### src/rtl/immgen_pkg.sv
// Shared types and opcode constants for the immediate generator.
package immgen_pkg;

    typedef enum logic [2:0] {
        FMT_R    = 3'd0,
        FMT_I    = 3'd1,
        FMT_S    = 3'd2,
        FMT_B    = 3'd3,
        FMT_U    = 3'd4,
        FMT_J    = 3'd5,
        FMT_NONE = 3'd7
    } fmt_e;

    localparam logic [6:0] OP_LOAD   = 7'b0000011;
    localparam logic [6:0] OP_IMM    = 7'b0010011;
    localparam logic [6:0] OP_JALR   = 7'b1100111;
    localparam logic [6:0] OP_SYSTEM = 7'b1110011;
    localparam logic [6:0] OP_STORE  = 7'b0100011;
    localparam logic [6:0] OP_BRANCH = 7'b1100011;
    localparam logic [6:0] OP_LUI    = 7'b0110111;
    localparam logic [6:0] OP_AUIPC  = 7'b0010111;
    localparam logic [6:0] OP_JAL    = 7'b1101111;
    localparam logic [6:0] OP_REG    = 7'b0110011;

endpackage

### src/rtl/immgen_decode.sv
// Combinational immediate/format/target decode for one instruction word.
module immgen_decode
    import immgen_pkg::*;
#(
    parameter int XLEN = 32
) (
    input  logic [31:0]     instr,
    input  logic [XLEN-1:0] pc,
    output logic [XLEN-1:0] imm,
    output fmt_e            fmt,
    output logic [XLEN-1:0] target,
    output logic            illegal
);

    localparam int SHW = $clog2(XLEN);

    logic       pc_rel;
    logic [2:0] funct3;

    assign funct3 = instr[14:12];

    // Opcode decode; size casts of signed fields perform the sign extension.
    always_comb begin
        imm     = '0;
        fmt     = FMT_NONE;
        illegal = 1'b0;
        pc_rel  = 1'b0;
        case (instr[6:0])
            OP_LOAD, OP_JALR, OP_SYSTEM: begin
                fmt = FMT_I;
                imm = XLEN'($signed(instr[31:20]));
            end
            OP_IMM: begin
                fmt = FMT_I;
                if (funct3 == 3'b001 || funct3 == 3'b101) begin
                    // Shift amount is zero-extended; upper bits hold funct7.
                    imm = XLEN'(instr[20 +: SHW]);
                end else begin
                    imm = XLEN'($signed(instr[31:20]));
                end
            end
            OP_STORE: begin
                fmt = FMT_S;
                imm = XLEN'($signed({instr[31:25], instr[11:7]}));
            end
            OP_BRANCH: begin
                fmt    = FMT_B;
                pc_rel = 1'b1;
                imm    = XLEN'($signed({instr[31], instr[7], instr[30:25],
                                        instr[11:8], 1'b0}));
            end
            OP_LUI: begin
                fmt = FMT_U;
                imm = XLEN'($signed({instr[31:12], 12'b0}));
            end
            OP_AUIPC: begin
                fmt    = FMT_U;
                pc_rel = 1'b1;
                imm    = XLEN'($signed({instr[31:12], 12'b0}));
            end
            OP_JAL: begin
                fmt    = FMT_J;
                pc_rel = 1'b1;
                imm    = XLEN'($signed({instr[31], instr[19:12], instr[20],
                                        instr[30:21], 1'b0}));
            end
            OP_REG: begin
                fmt = FMT_R;
            end
            default: begin
                illegal = 1'b1;
            end
        endcase
    end

    // Wrap-around on the add is intentional and silent.
    assign target = pc + (pc_rel ? imm : XLEN'(4));

endmodule

### src/rtl/immgen_pipe.sv
// Registered immediate generator with a one-entry skid behind the output register.
//
// Handshake: a transfer happens on a side only in a cycle where valid and ready
// are both high at the rising edge. Once out_valid is raised, the bundle holds
// unchanged until out_ready is seen. in_ready depends only on rst and the skid
// register, never on out_ready.
module immgen_pipe
    import immgen_pkg::*;
#(
    parameter int XLEN = 32
) (
    input  logic            clk,
    input  logic            rst,
    input  logic            in_valid,
    output logic            in_ready,
    input  logic [31:0]     in_instr,
    input  logic [XLEN-1:0] in_pc,
    output logic            out_valid,
    input  logic            out_ready,
    output logic [XLEN-1:0] out_imm,
    output fmt_e            out_fmt,
    output logic [XLEN-1:0] out_target,
    output logic            out_illegal
);

    logic            skid_valid;
    logic [31:0]     skid_instr;
    logic [XLEN-1:0] skid_pc;

    logic            accept;
    logic            load;
    logic [31:0]     src_instr;
    logic [XLEN-1:0] src_pc;
    logic [XLEN-1:0] dec_imm;
    fmt_e            dec_fmt;
    logic [XLEN-1:0] dec_target;
    logic            dec_illegal;

    assign in_ready  = !rst && !skid_valid;
    assign accept    = in_valid && in_ready;
    // Output register may take a new bundle when empty or emitting this cycle.
    assign load      = !out_valid || out_ready;
    // The skid entry is older than any new input, so it always wins.
    assign src_instr = skid_valid ? skid_instr : in_instr;
    assign src_pc    = skid_valid ? skid_pc    : in_pc;

    immgen_decode #(.XLEN(XLEN)) u_decode (
        .instr   (src_instr),
        .pc      (src_pc),
        .imm     (dec_imm),
        .fmt     (dec_fmt),
        .target  (dec_target),
        .illegal (dec_illegal)
    );

    // Output stage: load decoded bundle from skid or input, else go empty.
    always_ff @(posedge clk) begin
        if (rst) begin
            out_valid   <= 1'b0;
            out_imm     <= '0;
            out_fmt     <= FMT_NONE;
            out_target  <= '0;
            out_illegal <= 1'b0;
        end else if (load) begin
            if (skid_valid || accept) begin
                out_valid   <= 1'b1;
                out_imm     <= dec_imm;
                out_fmt     <= dec_fmt;
                out_target  <= dec_target;
                out_illegal <= dec_illegal;
            end else begin
                out_valid   <= 1'b0;
            end
        end
    end

    // Skid entry: catch an accepted input while stalled, release on next load.
    always_ff @(posedge clk) begin
        if (rst) begin
            skid_valid <= 1'b0;
            skid_instr <= '0;
            skid_pc    <= '0;
        end else if (skid_valid && load) begin
            skid_valid <= 1'b0;
        end else if (accept && !load) begin
            skid_valid <= 1'b1;
            skid_instr <= in_instr;
            skid_pc    <= in_pc;
        end
    end

endmodule

### config.mk
export PLATFORM = sky130hd
export DESIGN_NAME = immgen_pipe
export DESIGN_NICKNAME = d
export VERILOG_FILES = /design/src/rtl/immgen_pkg.sv /design/src/rtl/immgen_decode.sv /design/src/rtl/immgen_pipe.sv
export SDC_FILE = /design/constraint.sdc
export NUM_CORES = 1
export LEC_CHECK = 0
export CAP_MARGIN = 20
export CELL_PAD_IN_SITES_DETAIL_PLACEMENT = 1
export CELL_PAD_IN_SITES_GLOBAL_PLACEMENT = 1
export CORE_MARGIN = 2
export CORE_UTILIZATION = 25
export DETAILED_ROUTE_END_ITERATION = 12
export PLACE_DENSITY = 0.66
export SETUP_SLACK_MARGIN = 0.1
export SLEW_MARGIN = 40
export SYNTH_ARGS = -nofsm -noshare
export SYNTH_HDL_FRONTEND = slang
export SYNTH_SLANG_ARGS = --single-unit
export TNS_END_PERCENT = 5
### constraint.sdc
create_clock -name clk -period 5.65 [get_ports clk]
set_clock_uncertainty 0.15 [all_clocks]
set_input_delay 0.8475 -clock clk [delete_from_list [all_inputs] [get_ports clk]]
set_output_delay 0.8475 -clock clk [all_outputs]
set_load 0.01 [all_outputs]
==> results of run 1 <==
logic make-up after synthesis:
family	count (synthesis)	share of synthesized area [%]
and+or+nand+nor	376	21.3
adders and majority gates	32	5.23
AOI/OAI and AO/OA	267	23.4
xor gates and xnor gates	17	1.91
buffers and inverters	83	4.54
muxes	65	9.16
DFF	134	34.4
other	1	0.0481
cell usage in the layout, fill, tap and decap left out, types with 13 or more instances in the layout:
| cell | count |
|---|---|
| mux2_2 | 51 |
| dfxtp_1 | 133 |
| o21ai_0 | 23 |
| nor2_1 | 88 |
| inv_1 | 17 |
| ha_1 | 31 |
| clkbuf_16 | 17 |
| nor3_1 | 18 |
| mux2i_1 | 14 |
| clkdlybuf4s50_1 | 136 |
| a211oi_2 | 13 |
| a211oi_1 | 21 |
| xnor2_1 | 13 |
| buf_4 | 29 |
| nand2_1 | 191 |
| a21oi_1 | 112 |
layer usage:
metal | part of all wire [%] | GRT usage (%) | vias up
li1 | - | - | 3684
met1 | 48 | 24.2 | 3645
met2 | 46 | 29.1 | 151
met3 | 3.6 | 2.89 | 26
met4 | 1.9 | 5.00 | 0
met5 | 0 | 0 | -
metrics by stage:
step,worst slack [ns],total power [mW],instances,util (%),cell area [sq um]
after global placement,0.418,1.42,1471,31.4,9630
after floorplan,1.11,1.22,975,-,7800
after global routing,0.360,2.75,1504,33.6,10300
final,0.706,2.64,1504,33.6,10300
after CTS,0.785,2.67,1503,33.5,10300
after detailed placement,0.336,1.42,1471,31.4,9630
flip-flops by register name, summed over array words and instances, names as in the netlist:
| register | count |
|---|---|
| out_fmt | 3 |
| out_illegal | 1 |
| out_imm | 32 |
| out_target | 32 |
| out_valid | 1 |
| skid_instr | 32 |
| skid_pc | 32 |
| skid_valid | 1 |
where the power goes:
group / switching, mW / total (mW) / internal (mW)
Sequential: 0.0282 / 1.01 / 0.980
Clock: 0.482 / 1.24 / 0.758
Combinational: 0.213 / 0.396 / 0.183
Total: 0.723 / 2.64 / 1.92
worst max-delay path by stage:
stage,slack [ns],to,cells past startpoint,startpoint
finish,0.71,out_target[29]$_SDFFE_PP0P_,16,in_instr[1]
CTS,0.78,out_target[29]$_SDFFE_PP0P_,17,in_instr[5]
global route,0.36,out_target[30]$_SDFFE_PP0P_,18,in_instr[1]
floorplan,1.11,out_target[29]$_SDFFE_PP0P_,18,in_instr[2]
detailed placement,0.34,out_target[29]$_SDFFE_PP0P_,17,in_instr[5]
global placement,0.42,out_target[29]$_SDFFE_PP0P_,17,in_instr[5]
worst max-delay path, cell delays in order:
cell and delay, ns:
clkdlybuf4s50_1 0.48, nand2_1 0.08, o21ai_0 0.46, and3_1 0.42
a21oi_1 0.13, buf_4 0.18, nor2_1 0.14, ha_1 0.35
o21ai_0 0.31, nor2_1 0.13, a211oi_4 0.28, o311ai_4 0.22
a211oi_4 0.31, nor4_1 0.11, or4_1 0.41, a32o_1 0.25
layout make-up:
| type | instances | area (sq um) | share of cell area (%) |
|---|---|---|---|
| Clock buffer | 19 | 443 | 4.30 |
| Clock inverter | 13 | 194 | 1.88 |
| Inverter | 17 | 63.8 | 0.620 |
| Multi-Input combinational cell | 758 | 4800 | 46.6 |
| Sequential cell | 134 | 2690 | 26.1 |
| Tap cell | 396 | 495 | 4.81 |
| Timing Repair Buffer | 167 | 1610 | 15.6 |
==> results.ini, run 1 <==
[detailed_routing]
drt-pass1-iter-count = 4
wirelength_um = 29100
wire_per_inst_um = 19.3
vias_per_cell = 4.99
drtAntennaViolNets = 0
drc = 0
routed-via-count = 7506
drt_iter0_drc = 547

[placed_design]
hpwlAfterDp_um = 21700
portBuffers = 137
gp_congestion = 0.887

[floorplan]
dieWidth_um = 181
start_util_pct = 25.4
io_pins = 138
core_sq_mm = 0.0307
die_area_sq_mm = 0.0326
dieHeight_um = 181
num_rows = 64

[final_layout]
nets = 1195
drive_above_1_share_pct = 14.0
syn_to_final_growth_pct = 32.0
antenna_cells = 0
fillers = 3599

[cts]
cts_tree = yes
insertion_delay_ns = 0.43
clockBufferDepth = 2
path_clk_slew_ns = 0.06
htreeDepth = 4
clock-sinks = 134
ctsHoldBuffers = 0
postCtsSetupRepairBufs = 0
root_buffer = clkbuf_16
post_cts_resized = 0
cts_buffers = 17

[synthesis]
synth_common_cells = nand2_1, dfxtp_1, a21oi_1, nor2_1, mux2_2
ys_top_cells_by_area = dfxtp_1, nand2_1, mux2_2, a21oi_1, ha_1
seq_area_frac_synth_pct = 34.4
synth-async-reset-ratio_pct = 0
synth_top_area_share_pct = 34.4
synth-edff-count = 0
synthCells = 975
yosysWarningCount = 0
ys_types = 70
synth_top_area_cell = dfxtp_1
yosysMostFrequentCell = nand2_1
syn_nets = 1075
synthFlopType = dfxtp_1
avgSynthCellArea_sq_um = 8.00
ys_seq_elements = 134
syn_area_sq_mm = 0.00780

[sta]
period_minus_slack_ns = 4.94
setup_tns_ns = 0
post-route-period-util_pct = 87.5
setup_viol = 0
holdWs_ns = 0.302
relSlewSlack_pct = 49.1
fmaxAchievable_mhz = 202
worst_pin_slew_ns = 0.760
drv_slew = 0
rsz0062_at_grt = false
hold_viol_final = 0

[global_route]
grtUsageTotal_pct = 17.8
grt_pass1_vias = 7690
overflow = 0
antenna_found_initial = 0
grt_max_degree = 65
grt_pass1_wl_um = 45400

[run]
maxCapViolCount = 0

[min_path]
worstHoldStart = skid_pc[23]$_SDFFE_PP0P_
hold_path.class = flop to flop
whs_path_depth = 2
min_to = skid_pc[23]$_SDFFE_PP0P_

[worst_setup_path]
criticalPathCategory = input port to flop
critPathCaptureType = flop
regToRegEndpoint = out_target[29]$_SDFFE_PP0P_
reg2reg_depth = 16
reg2reg_slack_ns = 1.03
critPathMaxFanout = 8
regToRegStartpoint = skid_valid$_SDFFE_PP0P_
critPathRequiredTime_ns = 5.82
start_kind = input port
arrival_ns = 5.11

[status]
status = completed

[power]
power_density_mw_per_mm2 = 257
leakage_nw = 3.69
ir_drop_uv = 176

(Power assumes the default switching activity.)
==> run 2: changes to the inputs <==
Settings changed: CELL_PAD_IN_SITES_DETAIL_PLACEMENT 1 to not set, CELL_PAD_IN_SITES_GLOBAL_PLACEMENT 1 to not set, PLACE_DENSITY 0.66 to 0.54.
==> results.ini, run 2 (same netlist as run 1, synthesis figures left out) <==
[worst_setup_path]
critical_path.startpoint = in_instr[5]
arrival_ns = 5.15
reg2reg_slack_ns = 0.68
critPathRequiredTime_ns = 5.82
start_kind = input port
crit_buf_inv = 1
crit_chain = clkdlybuf4s50_1, or4b_1, a211oi_2, o31a_1, o21ba_2, nor2_1, nor2_2, a21oi_2, nor2_1, ha_1, a21oi_1, o21bai_1, a21o_1, a221oi_1, nor2_1, or4_1, a32o_1
critPathCaptureType = flop
crit_top_cell = nor2_1
regToRegStartpoint = skid_valid$_SDFFE_PP0P_
regToRegEndpoint = out_target[29]$_SDFFE_PP0P_
crit_path_end = out_target[29]$_SDFFE_PP0P_
critPathMaxFanout = 7
crit_family = compound AO/OA/AOI/OAI gates
criticalPathCategory = input port to flop
crit_cells = 17
reg2reg_depth = 16
cp_slowest_cell = or4b_1
cp_slowest_stage_delay_ns = 0.58

[power]
pwr-share-clk_pct = 44.0
seqPwrFrac_pct = 40.5
p_int_mw = 1.78
leakage_nw = 3.60
p_comb_share_pct = 15.5
switchingPower_mw = 0.712
power_density_mw_per_mm2 = 246
ir_drop_uv = 175
sw_frac_of_total_pct = 28.6

[final_layout]
antenna_cells = 0
drive_above_1_share_pct = 13.1
final_common_cell = nand2_1
instances_no_fill = 1493
layout_common_cells = nand2_1, clkdlybuf4s50_1, dfxtp_1, a21oi_1, nor2_1
nets = 1184
syn_to_final_growth_pct = 29.8

[run]
maxCapViolCount = 0

[cts]
cts_tree = yes
path_clk_slew_ns = 0.07
post_cts_resized = 0
postCtsSetupRepairBufs = 0
ctsHoldBuffers = 0
clockBufferDepth = 2
cts_buffers = 17
root_buffer = clkbuf_16
htreeDepth = 4
insertion_delay_ns = 0.43
clock-sinks = 134

[floorplan]
io_pins = 138
start_util_pct = 25.4
dieHeight_um = 181
dieWidth_um = 181
die_area_sq_mm = 0.0326
core_sq_mm = 0.0307
num_rows = 64

[global_route]
grt_pass1_wl_um = 41400
grt_pass1_vias = 6958
grtUsageTotal_pct = 16.3
grt_max_degree = 65
antenna_found_initial = 0
overflow = 0

[detailed_routing]
routed-via-count = 7316
drc = 0
vias_per_cell = 4.90
wirelength_um = 27000
wire_per_inst_um = 18.1
drt_iter0_drc = 622
drt-pass1-iter-count = 5
drtAntennaViolNets = 0

[sta]
fmaxAchievable_mhz = 200
setup_tns_ns = 0
holdWs_ns = 0.302
worst_pin_slew_ns = 0.780
period_minus_slack_ns = 4.99
hold_viol_final = 0
drv_slew = 0
rsz0062_at_grt = false
post-route-period-util_pct = 88.3
relSlewSlack_pct = 48.0
setup_viol = 0
worst_slack_ns = 0.662

[placed_design]
numPlacedInstances = 1461
hpwlAfterDp_um = 20400
gp_congestion = 0.860
dp_slack_ns = 0.272
portBuffers = 137

[min_path]
hold_path.class = flop to flop

[status]
status = completed

## run 2: final cells by class
class                      instances  area, sq um
clock buffer                      18          429
clock inverter                    14          139
fill                            3181        20500
inverter                          17         63.8
multi-input combinational        758         4800
sequential                       134         2690
tap                              396          495
timing repair buffer             156         1510
## run 2: per-stage QoR
stage / cell area, sq um / power [mW] / util (%)
floorplan: 7800 / 1.22 / -
global placement: 9540 / 1.41 / 31.1
detailed placement: 9560 / 1.41 / 31.2
CTS: 10100 / 2.52 / 33.0
global route: 10100 / 2.59 / 33.0
finish: 10100 / 2.49 / 33.0
## run 2: power by group through the flow
stage                     combinational, mW  sequential (mW)  clock (mW)
final                                 0.385             1.01        1.10
after global routing                  0.418             1.01        1.16
after CTS                             0.387             1.01        1.12
after detailed placement              0.384             1.03           0
after global placement                0.384             1.03           0
after floorplan                       0.193             1.03           0
## run 2: worst min path at each step
stage	from	end	slack [ns]	cells past startpoint
2_1_floorplan	skid_instr[14]$_SDFFE_PP0P_	skid_instr[14]$_SDFFE_PP0P_	0.28	2
3_3_place_gp	skid_pc[20]$_SDFFE_PP0P_	skid_pc[20]$_SDFFE_PP0P_	0.29	2
3_5_place_dp	skid_pc[2]$_SDFFE_PP0P_	skid_pc[2]$_SDFFE_PP0P_	0.29	2
4_1_cts	skid_pc[2]$_SDFFE_PP0P_	skid_pc[2]$_SDFFE_PP0P_	0.30	2
5_1_grt	skid_instr[15]$_SDFFE_PP0P_	skid_instr[15]$_SDFFE_PP0P_	0.32	2
6_report	skid_pc[0]$_SDFFE_PP0P_	skid_pc[0]$_SDFFE_PP0P_	0.30	2
## run 2: layer usage
metal | GRT usage (%) | wire length, um | part of all wire, %
met3 | 3.21 | 1240 | 4.6
met2 | 25.8 | 12200 | 45
met1 | 23.1 | 13300 | 49
met4 | 3.06 | 245 | 0.91
met5 | 0 | 0 | 0
## run 2: worst reg2reg max path: cells and delay by family, from the launching register on
family	cells	cell delay, ns
compound gates	8	1.91
simple gates	6	1.09
flops	1	0.76
mux	1	0.55
fa+ha+maj	1	0.43
